==> src/rtl/sprite_renderer_if.sv <==
// Bus bundle for sprite_renderer: descriptor writes, pixel strobe, pixel-RAM port and video outputs.
interface sprite_renderer_if;
  logic        pix_en;
  logic        spr_we;
  logic [2:0]  spr_idx;
  logic [9:0]  spr_x;
  logic [9:0]  spr_y;
  logic [2:0]  spr_id;
  logic        spr_en;
  logic        bg_we;
  logic [3:0]  bg_color;
  logic [14:0] ram_addr;
  logic [3:0]  ram_q;
  logic [3:0]  pixel;
  logic        hsync;
  logic        vsync;
  logic        video_on;
  logic        frame_start;

  modport slave (
    input  pix_en, spr_we, spr_idx, spr_x, spr_y, spr_id, spr_en, bg_we, bg_color, ram_q,
    output ram_addr, pixel, hsync, vsync, video_on, frame_start
  );

  modport master (
    output pix_en, spr_we, spr_idx, spr_x, spr_y, spr_id, spr_en, bg_we, bg_color, ram_q,
    input  ram_addr, pixel, hsync, vsync, video_on, frame_start
  );
endinterface

==> src/rtl/sprite_renderer.sv <==
// Eight-slot 64x64 sprite renderer over a raster timing generator; shadow descriptor
// table is latched into the active table once per frame, two-stage pixel pipeline.
module sprite_renderer #(
  parameter int H_VIS    = 640,
  parameter int H_SYNC_S = 656,
  parameter int H_SYNC_E = 751,
  parameter int H_TOTAL  = 800,
  parameter int V_VIS    = 480,
  parameter int V_SYNC_S = 490,
  parameter int V_SYNC_E = 491,
  parameter int V_TOTAL  = 525
) (
  input  logic               clk,
  input  logic               rst_n,
  sprite_renderer_if.slave   bus
);

  localparam logic [9:0] HVIS  = 10'(H_VIS);
  localparam logic [9:0] HSS   = 10'(H_SYNC_S);
  localparam logic [9:0] HSE   = 10'(H_SYNC_E);
  localparam logic [9:0] HT_M1 = 10'(H_TOTAL - 1);
  localparam logic [9:0] VVIS  = 10'(V_VIS);
  localparam logic [9:0] VSS   = 10'(V_SYNC_S);
  localparam logic [9:0] VSE   = 10'(V_SYNC_E);
  localparam logic [9:0] VT_M1 = 10'(V_TOTAL - 1);

  // Colour 0 from the sprite image is transparent and shows the background.
  function automatic logic [3:0] select_pixel(input logic vis, input logic hit,
                                              input logic [3:0] q, input logic [3:0] bg);
    if (!vis)
      return 4'd0;
    if (hit && (q != 4'd0))
      return q;
    return bg;
  endfunction

  logic [9:0]  hcnt_q, vcnt_q, hcnt_d, vcnt_d;
  logic [9:0]  sh_x_q [8];
  logic [9:0]  sh_y_q [8];
  logic [2:0]  sh_id_q [8];
  logic [7:0]  sh_en_q;
  logic [9:0]  act_x_q [8];
  logic [9:0]  act_y_q [8];
  logic [2:0]  act_id_q [8];
  logic [7:0]  act_en_q;
  logic [3:0]  bg_q;

  logic        vis_p1_q, hs_p1_q, vs_p1_q, hit_p1_q;
  logic [14:0] ram_addr_q;
  logic [3:0]  pixel_q;
  logic        hsync_q, vsync_q, video_on_q, frame_start_q;

  logic        h_wrap, frame_end;
  logic        vis_d, hs_d, vs_d, hit_d;
  logic [14:0] addr_d;
  logic [3:0]  pixel_d;
  logic [7:0]  slot_hit;
  logic [9:0]  dh [8];
  logic [9:0]  dv [8];

  always_comb begin
    h_wrap    = (hcnt_q == HT_M1);
    frame_end = h_wrap && (vcnt_q == VT_M1);
    hcnt_d    = h_wrap ? 10'd0 : hcnt_q + 10'd1;
    vcnt_d    = vcnt_q;
    if (h_wrap)
      vcnt_d = (vcnt_q == VT_M1) ? 10'd0 : vcnt_q + 10'd1;
    vis_d = (hcnt_q < HVIS) && (vcnt_q < VVIS);
    hs_d  = (hcnt_q >= HSS) && (hcnt_q <= HSE);
    vs_d  = (vcnt_q >= VSS) && (vcnt_q <= VSE);
  end

  // Offsets are unsigned with no wrap, so sprites past the right/bottom edge clip.
  always_comb begin
    slot_hit = '0;
    hit_d    = 1'b0;
    addr_d   = ram_addr_q;
    for (int k = 0; k < 8; k++) begin
      dh[k] = hcnt_q - act_x_q[k];
      dv[k] = vcnt_q - act_y_q[k];
      slot_hit[k] = act_en_q[k] &&
                    (hcnt_q >= act_x_q[k]) && (dh[k][9:6] == 4'd0) &&
                    (vcnt_q >= act_y_q[k]) && (dv[k][9:6] == 4'd0);
    end
    for (int k = 7; k >= 0; k--) begin
      if (slot_hit[k]) begin
        hit_d  = 1'b1;
        addr_d = {act_id_q[k], dv[k][5:0], dh[k][5:0]};
      end
    end
    pixel_d = select_pixel(vis_p1_q, hit_p1_q, bus.ram_q, bg_q);
  end

  always_ff @(posedge clk) begin
    if (!rst_n) begin
      hcnt_q        <= '0;
      vcnt_q        <= '0;
      sh_en_q       <= '0;
      act_en_q      <= '0;
      for (int k = 0; k < 8; k++) begin
        sh_x_q[k]   <= '0;
        sh_y_q[k]   <= '0;
        sh_id_q[k]  <= '0;
        act_x_q[k]  <= '0;
        act_y_q[k]  <= '0;
        act_id_q[k] <= '0;
      end
      bg_q          <= '0;
      vis_p1_q      <= 1'b0;
      hs_p1_q       <= 1'b0;
      vs_p1_q       <= 1'b0;
      hit_p1_q      <= 1'b0;
      ram_addr_q    <= '0;
      pixel_q       <= '0;
      hsync_q       <= 1'b1;
      vsync_q       <= 1'b1;
      video_on_q    <= 1'b0;
      frame_start_q <= 1'b0;
    end else begin
      frame_start_q <= 1'b0;
      if (bus.spr_we) begin
        sh_x_q[bus.spr_idx]  <= bus.spr_x;
        sh_y_q[bus.spr_idx]  <= bus.spr_y;
        sh_id_q[bus.spr_idx] <= bus.spr_id;
        sh_en_q[bus.spr_idx] <= bus.spr_en;
      end
      if (bus.bg_we)
        bg_q <= bus.bg_color;
      if (bus.pix_en) begin
        hcnt_q     <= hcnt_d;
        vcnt_q     <= vcnt_d;
        // ---- stage 1: hit detection and RAM address ----
        vis_p1_q   <= vis_d;
        hs_p1_q    <= hs_d;
        vs_p1_q    <= vs_d;
        hit_p1_q   <= hit_d;
        ram_addr_q <= addr_d;
        // ---- stage 2: colour select and sync outputs ----
        pixel_q    <= pixel_d;
        hsync_q    <= ~hs_p1_q;
        vsync_q    <= ~vs_p1_q;
        video_on_q <= vis_p1_q;
        if (frame_end) begin
          for (int k = 0; k < 8; k++) begin
            act_x_q[k]  <= sh_x_q[k];
            act_y_q[k]  <= sh_y_q[k];
            act_id_q[k] <= sh_id_q[k];
          end
          act_en_q      <= sh_en_q;
          frame_start_q <= 1'b1;
        end
      end
    end
  end

  assign bus.ram_addr    = ram_addr_q;
  assign bus.pixel       = pixel_q;
  assign bus.hsync       = hsync_q;
  assign bus.vsync       = vsync_q;
  assign bus.video_on    = video_on_q;
  assign bus.frame_start = frame_start_q;

endmodule
==> src/flat_wrapper.sv <==
// flat-port wrapper written by rule: the top's interface ports become plain ports
module sprite_renderer_flat 
#(
  parameter int H_VIS    = 640,
  parameter int H_SYNC_S = 656,
  parameter int H_SYNC_E = 751,
  parameter int H_TOTAL  = 800,
  parameter int V_VIS    = 480,
  parameter int V_SYNC_S = 490,
  parameter int V_SYNC_E = 491,
  parameter int V_TOTAL  = 525
)
  (clk, rst_n, bus_pix_en, bus_spr_we, bus_spr_idx, bus_spr_x, bus_spr_y, bus_spr_id, bus_spr_en, bus_bg_we, bus_bg_color, bus_ram_q, bus_ram_addr, bus_pixel, bus_hsync, bus_vsync, bus_video_on, bus_frame_start);
  sprite_renderer_if bus_i ();
  input  logic clk;
  input  logic rst_n;
  input wire logic [$bits(bus_i.pix_en)-1:0] bus_pix_en;
  input wire logic [$bits(bus_i.spr_we)-1:0] bus_spr_we;
  input wire logic [$bits(bus_i.spr_idx)-1:0] bus_spr_idx;
  input wire logic [$bits(bus_i.spr_x)-1:0] bus_spr_x;
  input wire logic [$bits(bus_i.spr_y)-1:0] bus_spr_y;
  input wire logic [$bits(bus_i.spr_id)-1:0] bus_spr_id;
  input wire logic [$bits(bus_i.spr_en)-1:0] bus_spr_en;
  input wire logic [$bits(bus_i.bg_we)-1:0] bus_bg_we;
  input wire logic [$bits(bus_i.bg_color)-1:0] bus_bg_color;
  input wire logic [$bits(bus_i.ram_q)-1:0] bus_ram_q;
  output wire logic [$bits(bus_i.ram_addr)-1:0] bus_ram_addr;
  output wire logic [$bits(bus_i.pixel)-1:0] bus_pixel;
  output wire logic [$bits(bus_i.hsync)-1:0] bus_hsync;
  output wire logic [$bits(bus_i.vsync)-1:0] bus_vsync;
  output wire logic [$bits(bus_i.video_on)-1:0] bus_video_on;
  output wire logic [$bits(bus_i.frame_start)-1:0] bus_frame_start;
  assign bus_i.pix_en = bus_pix_en;
  assign bus_i.spr_we = bus_spr_we;
  assign bus_i.spr_idx = bus_spr_idx;
  assign bus_i.spr_x = bus_spr_x;
  assign bus_i.spr_y = bus_spr_y;
  assign bus_i.spr_id = bus_spr_id;
  assign bus_i.spr_en = bus_spr_en;
  assign bus_i.bg_we = bus_bg_we;
  assign bus_i.bg_color = bus_bg_color;
  assign bus_i.ram_q = bus_ram_q;
  assign bus_ram_addr = bus_i.ram_addr;
  assign bus_pixel = bus_i.pixel;
  assign bus_hsync = bus_i.hsync;
  assign bus_vsync = bus_i.vsync;
  assign bus_video_on = bus_i.video_on;
  assign bus_frame_start = bus_i.frame_start;
  sprite_renderer #(.H_VIS(H_VIS), .H_SYNC_S(H_SYNC_S), .H_SYNC_E(H_SYNC_E), .H_TOTAL(H_TOTAL), .V_VIS(V_VIS), .V_SYNC_S(V_SYNC_S), .V_SYNC_E(V_SYNC_E), .V_TOTAL(V_TOTAL)) u_core (.clk(clk), .rst_n(rst_n), .bus(bus_i));
endmodule
==> config.mk <==
export PLATFORM = sky130hd
export DESIGN_NAME = sprite_renderer_flat
export DESIGN_NICKNAME = d
export VERILOG_FILES = /design/src/rtl/sprite_renderer_if.sv /design/src/rtl/sprite_renderer.sv /design/src/flat_wrapper.sv
export SDC_FILE = /design/constraint.sdc
export NUM_CORES = 1
export LEC_CHECK = 0
export ABC_AREA = 1
export CAP_MARGIN = 20
export CORE_MARGIN = 5
export CORE_UTILIZATION = 35
export CTS_CLUSTER_DIAMETER = 50
export DETAILED_ROUTE_END_ITERATION = 12
export SLEW_MARGIN = 20
export SYNTH_ARGS = -nofsm -noshare
export SYNTH_HDL_FRONTEND = slang
export SYNTH_SLANG_ARGS = --single-unit
==> constraint.sdc <==
create_clock -name clk -period 6.6 [get_ports clk]
set_input_delay 1.65 -clock clk [delete_from_list [all_inputs] [get_ports clk]]
set_output_delay 1.65 -clock clk [all_outputs]
set_load 0.02 [all_outputs]
==> qor.txt <==
========================================================================================================
Commonest non-fill, non-tap cells in the layout ........................................... inv_1, nand2_1, nor2_1
Top flip-flop cell by instance count after synthesis ......................................     edfxtp_1
Cell depth of the worst flop-to-flop path .................................................           15
Total power divided by cell area .......................................................... 220.6 mW/mm^2
CP Cell Sequence .......................................................................... inv_1, fa_1, o21ai_1, nand2_1, nand3_1, nor2b_1, nand2_1, nor2_1, nand4_1, nand3_1, nor2_1, nand2_1, nand2_2, a21oi_1, a21oi_1
Via density per instance ..................................................................        4.795
Finished Layout Cells .....................................................................         4297
Ant diodes ................................................................................            0
Crit. End Element .........................................................................    flip-flop
Final critical-path required period .......................................................     4.663 ns
End of the worst register-to-register path ................................................ u_core.bus.ram_addr[0]$_SDFFE_PN0P_
Global placement routability congestion ...................................................       0.9294
Post-CTS repair timing setup buffer count .................................................            0
Sequential area share after synthesis .....................................................       46.94%
Worst hold-check path type ................................................................   reg -> reg
Worst Skew ................................................................................   0.02548 ns
Combined global-route utilization of all metal layers .....................................       18.00%
Reported max-cap violation count ..........................................................            0
Setup Viol. Count Final ...................................................................            0
Crit start category .......................................................................    flip-flop
Max stage delay on crit path ..............................................................      0.82 ns
Maximum buffer depth of the clock tree ....................................................            3
CP dominant cell by count .................................................................      nand2_1
Cell count after placement ................................................................         4198
Post-CTS clock slew at the launch and capture registers of the worst setup and hold paths .      0.06 ns
Slowest-stage cell, CP ....................................................................      dfxtp_1
Sum of negative setup slack ...............................................................         0 ns
Syn_area_per_cell .........................................................................  8.244 sq um
Number of register bits inferred by synthesis .............................................          435
Worst hold start .......................................................................... u_core.hs_p1_q$_SDFFE_PN0P_
Static Leak ...............................................................................     14.24 nW
Clock sinks ...............................................................................          435
Critical Setup Path Class .................................................................   reg -> reg
Sink of the worst hold path ............................................................... u_core.bus.hsync$_SDFFE_PN1P_
Number of iterations in the first detailed-routing pass ...................................            5
Worst-skew pair later-pin latency .........................................................      0.62 ns
Count of cells resized by post-cts repair .................................................            0
Startpoint of the lowest-slack register-to-register path .................................. u_core.hcnt_q[1]$_SDFFE_PN0P_
Synthesized instance count ................................................................         3202
Number of flops mapped to enable cells by yosys ...........................................          368
Final cycle utilization of the critical path ..............................................       70.64%
Worst-case headroom to the max-slew limit .................................................       27.81%
Number of cells on the worst hold path ....................................................            1
Total nets after synthesis ................................................................         3423
Chip height ...............................................................................     284.6 um
Clk root buf ..............................................................................    clkbuf_16
Actual transition at the worst max-transition pin .........................................     1.081 ns
Unrepaired setup endpoints after global routing ...........................................           no
Net total in the final layout .............................................................         3505
Worst Path Required .......................................................................      7.11 ns
Leading cell type in the layout, fill and taps excluded ...................................        inv_1
Async SR Flop Fraction ....................................................................           0%
Via count of the first global-routing pass ................................................        19519
Maximum number of pins on one net before global-route repair ..............................          123
Number of buffers inserted by port buffering ..............................................           62
Clock tree from TritonCTS .................................................................         done
Netlist area before placement ............................................................. 0.02640 sq mm
Slew Viols, Final .........................................................................            0
Slack of the worst reg-to-reg path ........................................................      1.94 ns
Biggest fanout along the worst timing path ................................................           31
Count of final hold-check violations ......................................................            0
Run status ................................................................................ finished, final reports clean
Placement Rows ............................................................................          100
CTS Hold Bufs .............................................................................            0
Max VDD drop ..............................................................................     160.4 uV
Routed length per instance ................................................................     17.41 um
I/O pin total .............................................................................           63
Launch point of the worst path ............................................................ u_core.hcnt_q[1]$_SDFFE_PN0P_
Vias ......................................................................................        20604
Sum of net half-perimeters after detailed placement .......................................     54740 um
Number of distinct library cell variants in the gate-level netlist after synthesis ........           61
Global-route wire length before repair ....................................................    113500 um
Max frequency .............................................................................    214.5 MHz
Core Area ................................................................................. 0.07457 sq mm
Area Growth Syn to Fin ....................................................................       13.25%
DRC Markers ...............................................................................            0
Yosys warning count .......................................................................            0
Initial Util ..............................................................................       35.40%
H-tree levels .............................................................................            2
Number of buffers inserted during clock tree synthesis ....................................           53
Share of cells above drive strength 1 .....................................................       5.589%
Antenna violations before repair ..........................................................            0
Area of the die ........................................................................... 0.08101 sq mm
Detailed router's first-iteration violation count .........................................         1342
Data arrival at the endpoint of the critical path .........................................      5.17 ns
Grt ovf ...................................................................................            0
Drt total wl ..............................................................................     74820 um
Die extent in x ...........................................................................     284.6 um
Final antenna-violating net count .........................................................            0
========================================================================================================
## worst max path at each step
stage                                          endpoint  cells past startpoint
floorplan                 u_core.vcnt_q[6]$_SDFFE_PN0P_                      5
finish              u_core.bus.ram_addr[0]$_SDFFE_PN0P_                     15
detailed placement   u_core.act_x_q[1][6]$_SDFFCE_PN0P_                      7
global route        u_core.bus.ram_addr[5]$_SDFFE_PN0P_                     16
global placement     u_core.act_x_q[1][6]$_SDFFCE_PN0P_                      7
CTS                 u_core.bus.ram_addr[0]$_SDFFE_PN0P_                     15
## synth_stat cells, drive strengths merged, types with 8 or more instances
library cell,number,area (sq um)
a21o,8,60.06
or2,17,106.4
nand3b,9,92.59
o21bai,21,157.7
a31oi,16,100.1
nand2,588,2212
xnor2,28,245.2
edfxtp,368,11050
nand4,55,350.3
fa,16,320.3
nor4,8,65.06
a21oi,143,730.7
nand3,167,860.8
nor3,39,226.5
nor2,557,2118
ha,165,2064
xor2,64,590.6
o21ai,104,531.8
clkbuf,34,127.6
buf,30,187.7
inv,644,2417
dfxtp,67,1341
o211ai,16,130.1
## cell families (layout without fill, tap and decap cells)
logic type	count (synthesis)	after routing	share of synthesized area [%]
AOI/OAI and AO/OA	335	335	7.389
DFF	435	435	46.94
buffers and inverters	709	835	10.37
adders and majority gates	181	181	9.034
and+or+nand+nor	1450	1450	23.10
xor gates and xnor gates	92	92	3.166
## sequential cells by signal, summed over array words and instances, names as in the netlist, 10 cells and up
name / cells
u_core.act_y_q: 80
u_core.vcnt_q: 10
u_core.bus.ram_addr: 15
u_core.sh_y_q: 80
u_core.hcnt_q: 10
u_core.sh_x_q: 80
u_core.sh_id_q: 24
u_core.act_x_q: 80
u_core.act_id_q: 24
## routing by layer
metal	global-route usage, %	routed length [um]
met5	0	0
met3	1.851	3616
met4	5.788	2251
met2	29.34	33990
met1	25.27	34960
## area by class of cell
class	instances	area (sq um)
flip-flops and latches	435	12390
fillers	7614	44680
clock inverters	39	342.8
well taps	969	1212
repair buffers	91	860.8
clock buffers	60	1373
inverters	645	2432
multi-input cells	2058	11280
## stage by stage
| stage | cell area (sq um) | utilization (%) | hold slack [ns] | setup slack, ns | power, mW |
|---|---|---|---|---|---|
| after global routing | 29900 | 40.09 | 0.4771 | 1.420 | 6.831 |
| after floorplan | 26400 | - | 0.4060 | 0.3775 | 3.583 |
| after detailed placement | 28170 | 37.78 | 0.4414 | 1.551 | 3.798 |
| after CTS | 29890 | 40.08 | 0.4593 | 1.894 | 6.649 |
| after global placement | 28170 | 37.77 | 0.4411 | 1.607 | 3.794 |
| final | 29900 | 40.09 | 0.4550 | 1.937 | 6.594 |
## critical path: cells and delay by family (launching register included)
| family | cells | cell delay [ns] |
|---|---|---|
| buf+inv | 1 | 0.43 |
| compound gates | 3 | 0.65 |
| simple gates | 10 | 2.10 |
| flops | 1 | 0.82 |
| fa+ha+maj | 1 | 0.54 |
## where the power goes
part	internal [mW]	leakage [nW]	switching (mW)	total, mW
registers	3.09	4.26	0.0411	3.14
logic	0.189	9.13	0.417	0.606
clock network	1.61	0.848	1.24	2.85
(Power assumes the default switching activity.)
